<file path="src/rtl/pinmux_pkg.sv">
// Shared constants for the pin multiplexer: register map bases, default
// sizing and the select-field width helpers.
package pinmux_pkg;

  localparam int DefNPads        = 64;
  localparam int DefNPeriphIn    = 24;
  localparam int DefNPeriphOut   = 24;
  localparam int DefFilterCycles = 4;

  localparam logic [9:0] OutSelBase = 10'h000;
  localparam logic [9:0] InSelBase  = 10'h100;
  localparam logic [9:0] FiltEnBase = 10'h200;
  localparam logic [9:0] LockAddr   = 10'h3FF;

  // FilterCycles is capped at 255, so an 8-bit counter always suffices.
  localparam int FiltCntW = 8;

  function automatic int out_sel_width(input int n_periph_out);
    return $clog2(n_periph_out + 1);
  endfunction

  function automatic int in_sel_width(input int n_pads);
    return $clog2(n_pads + 2);
  endfunction

endpackage

</file>
<file path="src/rtl/pinmux_ctrl_if.sv">
// Register access bus of the pin multiplexer; the host side is the master.
interface pinmux_ctrl_if;

  logic        reg_we_i;
  logic        reg_re_i;
  logic [9:0]  reg_addr_i;
  logic [31:0] reg_wdata_i;
  logic [31:0] reg_rdata_o;
  logic        reg_err_o;

  modport master (
    output reg_we_i, reg_re_i, reg_addr_i, reg_wdata_i,
    input  reg_rdata_o, reg_err_o
  );

  modport slave (
    input  reg_we_i, reg_re_i, reg_addr_i, reg_wdata_i,
    output reg_rdata_o, reg_err_o
  );

endinterface

</file>
<file path="src/rtl/pinmux_pad_filter.sv">
// Per-pad input conditioning: 2-flop synchroniser, plus an optional glitch
// filter when PINMUX_FILTER_EN is defined.
module pinmux_pad_filter
  import pinmux_pkg::*;
`ifdef PINMUX_FILTER_EN
#(
  parameter int FilterCycles = DefFilterCycles
)
`endif
(
  input  logic clk_i,
  input  logic rst_i,
  input  logic pad_i,
`ifdef PINMUX_FILTER_EN
  input  logic filt_en_i,
  input  logic filt_load_i,
`endif
  output logic cond_o
);

  logic sync_q1;
  logic sync_q2;

  always_ff @(posedge clk_i) begin
    if (rst_i) begin
      sync_q1 <= 1'b0;
      sync_q2 <= 1'b0;
    end else begin
      sync_q1 <= pad_i;
      sync_q2 <= sync_q1;
    end
  end

`ifdef PINMUX_FILTER_EN
  logic                flt_q;
  logic [FiltCntW-1:0] cnt_q;

  // A new level is adopted only after it has disagreed with the filtered
  // value for FilterCycles consecutive samples; any agreement restarts the run.
  always_ff @(posedge clk_i) begin
    if (rst_i) begin
      flt_q <= 1'b0;
      cnt_q <= '0;
    end else if (filt_load_i) begin
      flt_q <= sync_q2;
      cnt_q <= '0;
    end else if (sync_q2 == flt_q) begin
      cnt_q <= '0;
    end else if (cnt_q == FiltCntW'(FilterCycles - 1)) begin
      flt_q <= sync_q2;
      cnt_q <= '0;
    end else begin
      cnt_q <= cnt_q + 1'b1;
    end
  end

  assign cond_o = filt_en_i ? flt_q : sync_q2;
`else
  assign cond_o = sync_q2;
`endif

endmodule

</file>
<file path="src/rtl/pinmux_ctrl.sv">
// Pin multiplexer: register-programmed routing between pads and peripherals.
// Define PINMUX_FILTER_EN to build the per-pad glitch filter and filt_en block.
module pinmux_ctrl
  import pinmux_pkg::*;
#(
  parameter int NPads        = DefNPads,
  parameter int NPeriphIn    = DefNPeriphIn,
  parameter int NPeriphOut   = DefNPeriphOut,
  parameter int FilterCycles = DefFilterCycles
) (
  input  logic                  clk_i,
  input  logic                  rst_i,
  input  logic [NPads-1:0]      pad_in_i,
  output logic [NPads-1:0]      pad_out_o,
  output logic [NPads-1:0]      pad_oe_o,
  input  logic [NPeriphOut-1:0] periph_out_i,
  input  logic [NPeriphOut-1:0] periph_oe_i,
  output logic [NPeriphIn-1:0]  periph_in_o,
  pinmux_ctrl_if.slave          reg_bus
);

  localparam int OSW = out_sel_width(NPeriphOut);
  localparam int ISW = in_sel_width(NPads);

`ifdef PINMUX_FILTER_EN
  localparam bit FiltBuild = 1'b1;
`else
  localparam bit FiltBuild = 1'b0;
`endif

  if (FilterCycles < 2 || FilterCycles > 255) begin : g_bad_filter_cycles
    $error("pinmux_ctrl: FilterCycles must lie in 2..255");
  end

  logic [OSW-1:0]   out_sel [NPads];
  logic [ISW-1:0]   in_sel  [NPeriphIn];
  logic             lock_q;
  logic [NPads-1:0] pad_cond;

  logic [7:0]  idx;
  logic        is_out, is_in, is_filt, is_lock;
  logic        mapped, val_ok, wr_ok, wr_err;
  logic [31:0] rd_next;

  assign idx = reg_bus.reg_addr_i[7:0];

  // A write must hit a mapped register with an in-range value while unlocked;
  // every other write is dropped and flagged.
  always_comb begin
    is_lock = (reg_bus.reg_addr_i == LockAddr);
    is_out  = !is_lock && (reg_bus.reg_addr_i[9:8] == OutSelBase[9:8]) && (32'(idx) < 32'(NPads));
    is_in   = !is_lock && (reg_bus.reg_addr_i[9:8] == InSelBase[9:8])  && (32'(idx) < 32'(NPeriphIn));
    is_filt = !is_lock && (reg_bus.reg_addr_i[9:8] == FiltEnBase[9:8]) && (32'(idx) < 32'(NPads));
    mapped  = is_out | is_in | (is_filt & FiltBuild) | is_lock;
    val_ok  = 1'b1;
    if (is_out) begin
      val_ok = (reg_bus.reg_wdata_i <= 32'(NPeriphOut));
    end else if (is_in) begin
      val_ok = (reg_bus.reg_wdata_i <= 32'(NPads + 1));
    end else if (is_filt) begin
      val_ok = (reg_bus.reg_wdata_i <= 32'd1);
    end
    wr_ok  = reg_bus.reg_we_i && mapped && val_ok && !lock_q;
    wr_err = reg_bus.reg_we_i && !wr_ok;
  end

  always_ff @(posedge clk_i) begin
    if (rst_i) begin
      for (int p = 0; p < NPads; p++) out_sel[p] <= '0;
      for (int j = 0; j < NPeriphIn; j++) in_sel[j] <= '0;
      lock_q <= 1'b0;
    end else if (wr_ok) begin
      for (int p = 0; p < NPads; p++) begin
        if (is_out && idx == 8'(p)) out_sel[p] <= reg_bus.reg_wdata_i[OSW-1:0];
      end
      for (int j = 0; j < NPeriphIn; j++) begin
        if (is_in && idx == 8'(j)) in_sel[j] <= reg_bus.reg_wdata_i[ISW-1:0];
      end
      if (is_lock && reg_bus.reg_wdata_i[0]) lock_q <= 1'b1;
    end
  end

`ifdef PINMUX_FILTER_EN
  logic [NPads-1:0] filt_en;
  logic [NPads-1:0] filt_load;

  always_comb begin
    filt_load = '0;
    for (int p = 0; p < NPads; p++) begin
      filt_load[p] = wr_ok && is_filt && (idx == 8'(p));
    end
  end

  always_ff @(posedge clk_i) begin
    if (rst_i) begin
      filt_en <= '0;
    end else begin
      for (int p = 0; p < NPads; p++) begin
        if (filt_load[p]) filt_en[p] <= reg_bus.reg_wdata_i[0];
      end
    end
  end

  for (genvar p = 0; p < NPads; p++) begin : g_pad
    pinmux_pad_filter #(
      .FilterCycles(FilterCycles)
    ) u_pad_filter (
      .clk_i      (clk_i),
      .rst_i      (rst_i),
      .pad_i      (pad_in_i[p]),
      .filt_en_i  (filt_en[p]),
      .filt_load_i(filt_load[p]),
      .cond_o     (pad_cond[p])
    );
  end
`else
  for (genvar p = 0; p < NPads; p++) begin : g_pad
    pinmux_pad_filter u_pad_filter (
      .clk_i (clk_i),
      .rst_i (rst_i),
      .pad_i (pad_in_i[p]),
      .cond_o(pad_cond[p])
    );
  end
`endif

  // Reads sample the registers before any same-cycle write lands.
  always_comb begin
    rd_next = '0;
    if (reg_bus.reg_re_i) begin
      for (int p = 0; p < NPads; p++) begin
        if (is_out && idx == 8'(p)) rd_next = 32'(out_sel[p]);
      end
      for (int j = 0; j < NPeriphIn; j++) begin
        if (is_in && idx == 8'(j)) rd_next = 32'(in_sel[j]);
      end
`ifdef PINMUX_FILTER_EN
      for (int p = 0; p < NPads; p++) begin
        if (is_filt && idx == 8'(p)) rd_next = 32'(filt_en[p]);
      end
`endif
      if (is_lock) rd_next = {31'd0, lock_q};
    end
  end

  always_ff @(posedge clk_i) begin
    if (rst_i) begin
      reg_bus.reg_rdata_o <= '0;
      reg_bus.reg_err_o   <= 1'b0;
    end else begin
      reg_bus.reg_rdata_o <= rd_next;
      reg_bus.reg_err_o   <= wr_err;
    end
  end

  always_comb begin
    pad_out_o = '0;
    pad_oe_o  = '0;
    for (int p = 0; p < NPads; p++) begin
      for (int k = 0; k < NPeriphOut; k++) begin
        if (out_sel[p] == OSW'(k + 1)) begin
          pad_out_o[p] = periph_out_i[k];
          pad_oe_o[p]  = periph_oe_i[k];
        end
      end
    end
  end

  // Select 0 and 1 are the constants; pads start at select 2.
  always_comb begin
    periph_in_o = '0;
    for (int j = 0; j < NPeriphIn; j++) begin
      if (in_sel[j] == ISW'(1)) periph_in_o[j] = 1'b1;
      for (int p = 0; p < NPads; p++) begin
        if (in_sel[j] == ISW'(p + 2)) periph_in_o[j] = pad_cond[p];
      end
    end
  end

endmodule

</file>
<file path="src/flat_wrapper.sv">
// flat-port wrapper written by rule: the top's interface ports become plain ports
module pinmux_ctrl_flat import pinmux_pkg::*;
#(
  parameter int NPads        = DefNPads,
  parameter int NPeriphIn    = DefNPeriphIn,
  parameter int NPeriphOut   = DefNPeriphOut,
  parameter int FilterCycles = DefFilterCycles
)
  (clk_i, rst_i, pad_in_i, pad_out_o, pad_oe_o, periph_out_i, periph_oe_i, periph_in_o, reg_bus_reg_we_i, reg_bus_reg_re_i, reg_bus_reg_addr_i, reg_bus_reg_wdata_i, reg_bus_reg_rdata_o, reg_bus_reg_err_o);
  pinmux_ctrl_if reg_bus_i ();
  input  logic clk_i;
  input  logic rst_i;
  input  logic [NPads-1:0] pad_in_i;
  output logic [NPads-1:0] pad_out_o;
  output logic [NPads-1:0] pad_oe_o;
  input  logic [NPeriphOut-1:0] periph_out_i;
  input  logic [NPeriphOut-1:0] periph_oe_i;
  output logic [NPeriphIn-1:0] periph_in_o;
  input wire logic [$bits(reg_bus_i.reg_we_i)-1:0] reg_bus_reg_we_i;
  input wire logic [$bits(reg_bus_i.reg_re_i)-1:0] reg_bus_reg_re_i;
  input wire logic [$bits(reg_bus_i.reg_addr_i)-1:0] reg_bus_reg_addr_i;
  input wire logic [$bits(reg_bus_i.reg_wdata_i)-1:0] reg_bus_reg_wdata_i;
  output wire logic [$bits(reg_bus_i.reg_rdata_o)-1:0] reg_bus_reg_rdata_o;
  output wire logic [$bits(reg_bus_i.reg_err_o)-1:0] reg_bus_reg_err_o;
  assign reg_bus_i.reg_we_i = reg_bus_reg_we_i;
  assign reg_bus_i.reg_re_i = reg_bus_reg_re_i;
  assign reg_bus_i.reg_addr_i = reg_bus_reg_addr_i;
  assign reg_bus_i.reg_wdata_i = reg_bus_reg_wdata_i;
  assign reg_bus_reg_rdata_o = reg_bus_i.reg_rdata_o;
  assign reg_bus_reg_err_o = reg_bus_i.reg_err_o;
  pinmux_ctrl #(.NPads(NPads), .NPeriphIn(NPeriphIn), .NPeriphOut(NPeriphOut), .FilterCycles(FilterCycles)) u_core (.clk_i(clk_i), .rst_i(rst_i), .pad_in_i(pad_in_i), .pad_out_o(pad_out_o), .pad_oe_o(pad_oe_o), .periph_out_i(periph_out_i), .periph_oe_i(periph_oe_i), .periph_in_o(periph_in_o), .reg_bus(reg_bus_i));
endmodule
</file>
<file path="config.mk">
export PLATFORM = sky130hd
export DESIGN_NAME = pinmux_ctrl_flat
export DESIGN_NICKNAME = d
export VERILOG_FILES = /design/src/rtl/pinmux_pkg.sv /design/src/rtl/pinmux_ctrl_if.sv /design/src/rtl/pinmux_pad_filter.sv /design/src/rtl/pinmux_ctrl.sv /design/src/flat_wrapper.sv
export SDC_FILE = /design/constraint.sdc
export NUM_CORES = 2
export LEC_CHECK = 0
export CORE_UTILIZATION = 25
export CTS_BUF_LIST = sky130_fd_sc_hd__clkbuf_8
export DETAILED_ROUTE_END_ITERATION = 6
export PLACE_DENSITY = 0.48
export SLEW_MARGIN = 20
export SYNTH_ARGS = -nofsm -noshare
export SYNTH_HDL_FRONTEND = slang
export SYNTH_SLANG_ARGS = --single-unit
</file>
<file path="constraint.sdc">
create_clock -name clk_i -period 4.3 [get_ports clk_i]
set_input_delay 0.86 -clock clk_i [delete_from_list [all_inputs] [get_ports clk_i]]
set_output_delay 0.86 -clock clk_i [all_outputs]
set_load 0.01 [all_outputs]
</file>
### After elaboration in Yosys (flattened, before gate mapping)

Memories as Yosys holds them, arrays and structs flattened.
Cells that the tools add are included.

* $add $sub $neg: 0
* multipliers: 0
* div/mod/pow operators: 0
* $lt $le $gt $ge: 5
* eq/ne operators: 3162
* shifts and indexed selects: 0
* multiplexer cells: 5166
* bitwise gates (word level): 91
* reduce and logical (&&, ||, !) cells: 108

Operators with widths (number)
* 7-bit by 6-bit equality test with 1-bit output, second input constant: 768
* 1-bit two-way mux: 4990
* 5-bit equality test, second input constant: 576
* 7-bit by 5-bit equality test with 1-bit output, second input constant: 384
* 5-bit by 4-bit equality test with 1-bit output, second input constant: 512
* 7-bit by 4-bit equality test with 1-bit output, second input constant: 192
* 5-bit by 3-bit equality test with 1-bit output, second input constant: 256
* 7-bit by 3-bit equality test with 1-bit output, second input constant: 96
* 5-bit by 2-bit equality test with 1-bit output, second input constant: 128
* 5-bit two-way mux: 128
* 7-bit by 2-bit equality test with 1-bit output, second input constant: 48
* 7-bit equality test, second input constant: 48
* 7-bit two-way mux: 48
* 5-bit by 1-bit equality test with 1-bit output, second input constant: 64
* 8-bit by 6-bit equality test with 1-bit output, second input constant: 32
* 7-bit by 1-bit equality test with 1-bit output, second input constant: 24
* 8-bit by 5-bit equality test with 1-bit output, second input constant: 16
* 1-bit logical AND: 99
* 1-bit bitwise OR: 90
* 90-bit OR reduction: 1
* 8-bit by 4-bit equality test with 1-bit output, second input constant: 8
* 8-bit by 3-bit equality test with 1-bit output, second input constant: 4
* 32-bit by 1-bit <= comparator with 1-bit output, second input constant: 1
* 32-bit by 5-bit <= comparator with 1-bit output, second input constant: 1
* other kinds (15): 18

* register bits: 162
* latch bits: 0
* RAM bits: 488
* ROM bits: 0
* input bits: 158
* output and inout bits: 185
* memories kept: 2

Memory list
* u_core.out_sel: words 64, bits a word 5, read ports 64, clocked after memory_dff 0, wr ports 64, line pinmux_ctrl.sv:35 `logic [OSW-1:0] out_sel [NPads];`
* u_core.in_sel: words 24, bits a word 7, read ports 24, clocked after memory_dff 0, wr ports 24, line pinmux_ctrl.sv:36 `logic [ISW-1:0] in_sel [NPeriphIn];`

### Depth between registers and ports, before layout

* depth after elaboration: 94
* gate-level depth with buffers: 14
* gate-level depth less buffers: 8

### By module

Synthesis repeated with hierarchy kept, for this count alone.

* cells, all modules: 10663
* area total of the unflattened synthesis: 81458.1 µm²

Modules (own cells, without submodules)
* pinmux_ctrl: instances 1, cells each 10407, area an instance 78094.9 µm², seq. area each 14834.2 µm²
* pinmux_pad_filter: instances 64, cells each 4, area an instance 52.6 µm², seq. area each 40.0 µm²

### Worst setup path before layout

No wires, ideal clock.

* kind: input -> output
* from: input periph_out_i[0]
* to: output pad_out_o[63]
* data arrival time: 2.780 ns
* required time: 3.440 ns
* path slack: 0.660 ns
* stages on the path: 8
* buffers on the path: 4
* cell sequence: clkbuf_1 clkbuf_1 buf_1 clkbuf_1 nand3b_1 a21oi_1 a21oi_1 o311ai_0

* word-level cells in the longest chain between the ends: 24

Ends and longest elaborated chain
* from (decl): line flat_wrapper.sv:16 `input logic [NPeriphOut-1:0] periph_out_i;`
* 1-bit two-way mux (24 in a row): line pinmux_ctrl.sv:161 `if (out_sel[p] == OSW'(k + 1)) begin`
* to (decl): line flat_wrapper.sv:14 `output logic [NPads-1:0] pad_out_o;`

Every way passes these cells.

==> impl_metrics.toml <==
[outcome]
status = "finished, violations left"
failed_checks = "DRC, setup timing"

[timing]
hold_violations = 0
slew_headroom = 0.108
period_share = 1.01
skew_ns = 0.0746
post-route-min-period_ns = 4.36
tightest_slew_ns = 1.33
rsz0062_at_grt = "yes"
setup_slack_ns = -0.0569
drv_slew = 0
setup_violations = 4
max_freq_mhz = 230

[global_route]
first_global_vias = 96751
grt_use_total = 0.357
grt_overflow = 0
grt_pass1_wl_um = 830000
grt_max_degree = 131
antenna_found_initial = 63

[worst_setup_path]
critPathTopFamily = "compound AO/OA/AOI/OAI gates"
cp_max_fo = 6
cp_data_arrival_time_ns = 3.50
path_class = "flip-flop to output pin"
r2r_end = "u_core.reg_bus.reg_rdata_o[0]"
crit_chain = "buf_6 -> or4_4 -> o22ai_4 -> o2111ai_2 -> nand3b_1 -> a311oi_2 -> o211ai_1 -> o211ai_1 -> o211ai_1 -> buf_4 -> buf_6"
crit_top_cell = "o211ai_1"
r2r-start = "u_core.in_sel[0][112]"
worstPathRequired_ns = 3.44
slowest_delay_ns = 0.53
cp_num_buf_inv = 3
rr_worst_depth = 29
critical_path.slowest_cell = "edfxtp_1"
rrSetupSlack_ns = 0.02
end_kind = "output pin"
worst_setup_path_start_kind = "flip-flop"

[synth]
synthCells = 10488
ys_warn_count = 0
ys_types = 101
synthMuxAreaShare = 0.217
synth_xor_area_frac = 0.000534
synth_edf_count = 488
avgSynthCellArea_um2 = 7.83
synthArstFlopShare = 0
synth_compound_area_frac = 0.266
synth-seq-cells = 625
netlist_area_um2 = 82100
synth_top_family_by_area = "compound AO/OA/AOI/OAI gates"
synthSimpleGateAreaFrac = 0.223
ys_seq_area_frac = 0.212
synth-main-ff-cell = "edfxtp_1"
synthAdderAreaFrac = 0

[route]
vias = 106186
route.detailed.vias_per_inst = 6.54
route.detailed.drc = 4
drt_iter0_markers = 17462
first_pass_iters = 7
postRouteAntennaNets = 0
wl_per_cell_um = 38.4
routed_wl_um = 623000

[final_layout]
final_core_util = 0.343
syn2layout_area_growth_pct = 36.5
fin_cells = 16245
fin_nets = 11939
drive_gt1_frac = 0.307

[clocking]
cts-buffers-inserted = 116
tritoncts = "yes"
cts_root_buf = "clkbuf_8"
cts_buffer_depth = 3
path_clk_slew_ns = 0.06
htree_levels = 3
cts.sinks = 625
insertion_delay_ns = 0.92

[placement]
dp_cells = 15164
io_buffers = 317
routabilityCongestion = 1.05
dp.final_hpwl_um = 442000

[worst_hold_path]
min_path_cells = 1
hp-class = "flip-flop to flip-flop"
holdPathEnd = "u_core.g_pad[37].u_pad_filter.cond_o"
worstHoldStart = "u_core.g_pad[37].u_pad_filter.sync_q1"

[power_and_ir_drop]
seqPwrFrac = 0.302
power_mw = 24.6
p_int_mw = 14.6
comb_power_share = 0.436
p_clk_frac = 0.262
swShare = 0.406
switchingPower_mw = 10.0
ir_drop_mv = 0.222
power-per-cell-area_nw_per_um2 = 220
p_leak_nw = 41.3

[die]
fp.dieH_um = 575
initial_core_util = 0.251
fp-row-count = 210
die_w_um = 575
ios = 343
coreArea_um2 = 327000
dieArea_um2 = 331000

[run]
drv_cap = 0
==> per-stage QoR <==
stage | instance area [µm²] | worst slack, ns | hold WS [ns] | TNS, ns
global route | 112000 | -0.171 | 0.439 | -0.840
finish | 112000 | -0.0569 | 0.425 | -0.0940
floorplan | 82200 | 0.660 | 0.414 | 0
detailed placement | 98300 | -0.483 | 0.423 | -32.20
global placement | 98300 | -0.599 | 0.417 | -22.70
CTS | 108000 | -0.515 | 0.423 | -1.45
==> worst max-delay path by stage <==
stage	start	endpoint	slack, ns	cells after the start
finish	u_core.in_sel[0][57]	periph_in_o[8]	-0.06	11
global route	u_core.in_sel[0][105]	periph_in_o[15]	-0.17	12
CTS	u_core.out_sel[1][121]	pad_out_o[56]	-0.51	9
detailed placement	periph_oe_i[15]	pad_oe_o[35]	-0.48	8
global placement	periph_oe_i[2]	pad_oe_o[35]	-0.60	13
floorplan	periph_out_i[0]	pad_out_o[63]	0.66	8
==> synthesized netlist by cell type (all sizes together), types with 115 or more instances <==
library cell / count / area, µm²
clkbuf: 1161 / 4360
nor2: 1078 / 4050
nand2: 821 / 3080
o21ai: 756 / 3790
a21oi: 705 / 3530
mux2i: 660 / 6610
edfxtp: 488 / 14700
mux4: 437 / 9840
nor2b: 313 / 1960
buf: 307 / 1450
nor3: 256 / 1340
nand2b: 250 / 1560
nand3: 242 / 1220
inv: 200 / 751
o22ai: 195 / 1220
a31oi: 161 / 1010
o211ai: 157 / 1180
a211oi: 155 / 1160
dfxtp: 137 / 2740
mux2: 119 / 1340
a22oi: 115 / 863
==> cell usage in the layout, fill, tap and decap left out, drive strengths merged, types with 115 or more instances in the layout <==
cell and instances:
mux4 437, a211oi 155, mux2i 660, nor2 1078, dfxtp 137, o211ai 157
clkdlybuf4s50 177, nor3 256, clkbuf 142, o21ai 756, nand2b 250, nand2 821
buf 2359, nand3 242, a21oi 705, mux2 119, o22ai 195, nor2b 313
a22oi 115, inv 211, a31oi 161, edfxtp 488
==> cell families after synthesis <==
family,after synthesis
AOI/OAI and AO/OA,3300
xor gates and xnor gates,5
buffers and inverters,1691
DFF,625
muxes,1216
other,1
and+or+nand+nor,3650
==> final cells by class <==
class	instances	area, µm²
multi-input combinational	8196	60100
clock inverter	86	752
fill	34139	215000
antenna	25	62.6
tap	4346	5440
clock buffer	125	1720
inverter	223	947
sequential	625	17500
timing repair buffer	2619	25500
==> repair_timing <==
action | 4_1_cts | 5_1_grt
buffers inserted | 606 | 228
resized for setup | 581 | 397
pin swaps | 129 | 189
endpoints found under the setup margin | 143 | 117
hold buffers | 0 | 0
cloned | 20 | 8
==> per-layer routing <==
metal	up-vias	routed length, µm	GRT usage	part of all wire
li1	42485	-	-	-
met1	52166	236000	0.456	0.38
met2	9264	253000	0.515	0.41
met3	2233	81300	0.108	0.13
met4	38	51900	0.243	0.083
met5	-	485	0.00516	0.00078
==> registers in the layout, summed over array words and instances, names as in the netlist <==
register and cells:
u_core.out_sel 320, u_core.in_sel 168, u_core.g_pad.u_pad_filter.cond_o 64, u_core.g_pad.u_pad_filter.sync_q1 64, u_core.reg_bus.reg_rdata_o 7, u_core.lock_q 1, u_core.reg_bus.reg_err_o 1
==> power by group through the flow <==
| stage | sequential [mW] | clock [mW] | combinational, mW |
|---|---|---|---|
| after floorplan | 7.11 | 0 | 4.78 |
| after global placement | 7.93 | 0 | 8.78 |
| after detailed placement | 7.93 | 0 | 8.77 |
| after CTS | 7.46 | 6.57 | 9.89 |
| after global routing | 7.43 | 6.79 | 10.9 |
| final | 7.44 | 6.46 | 10.7 |
Note: power is estimated with default switching activity, not from simulation.
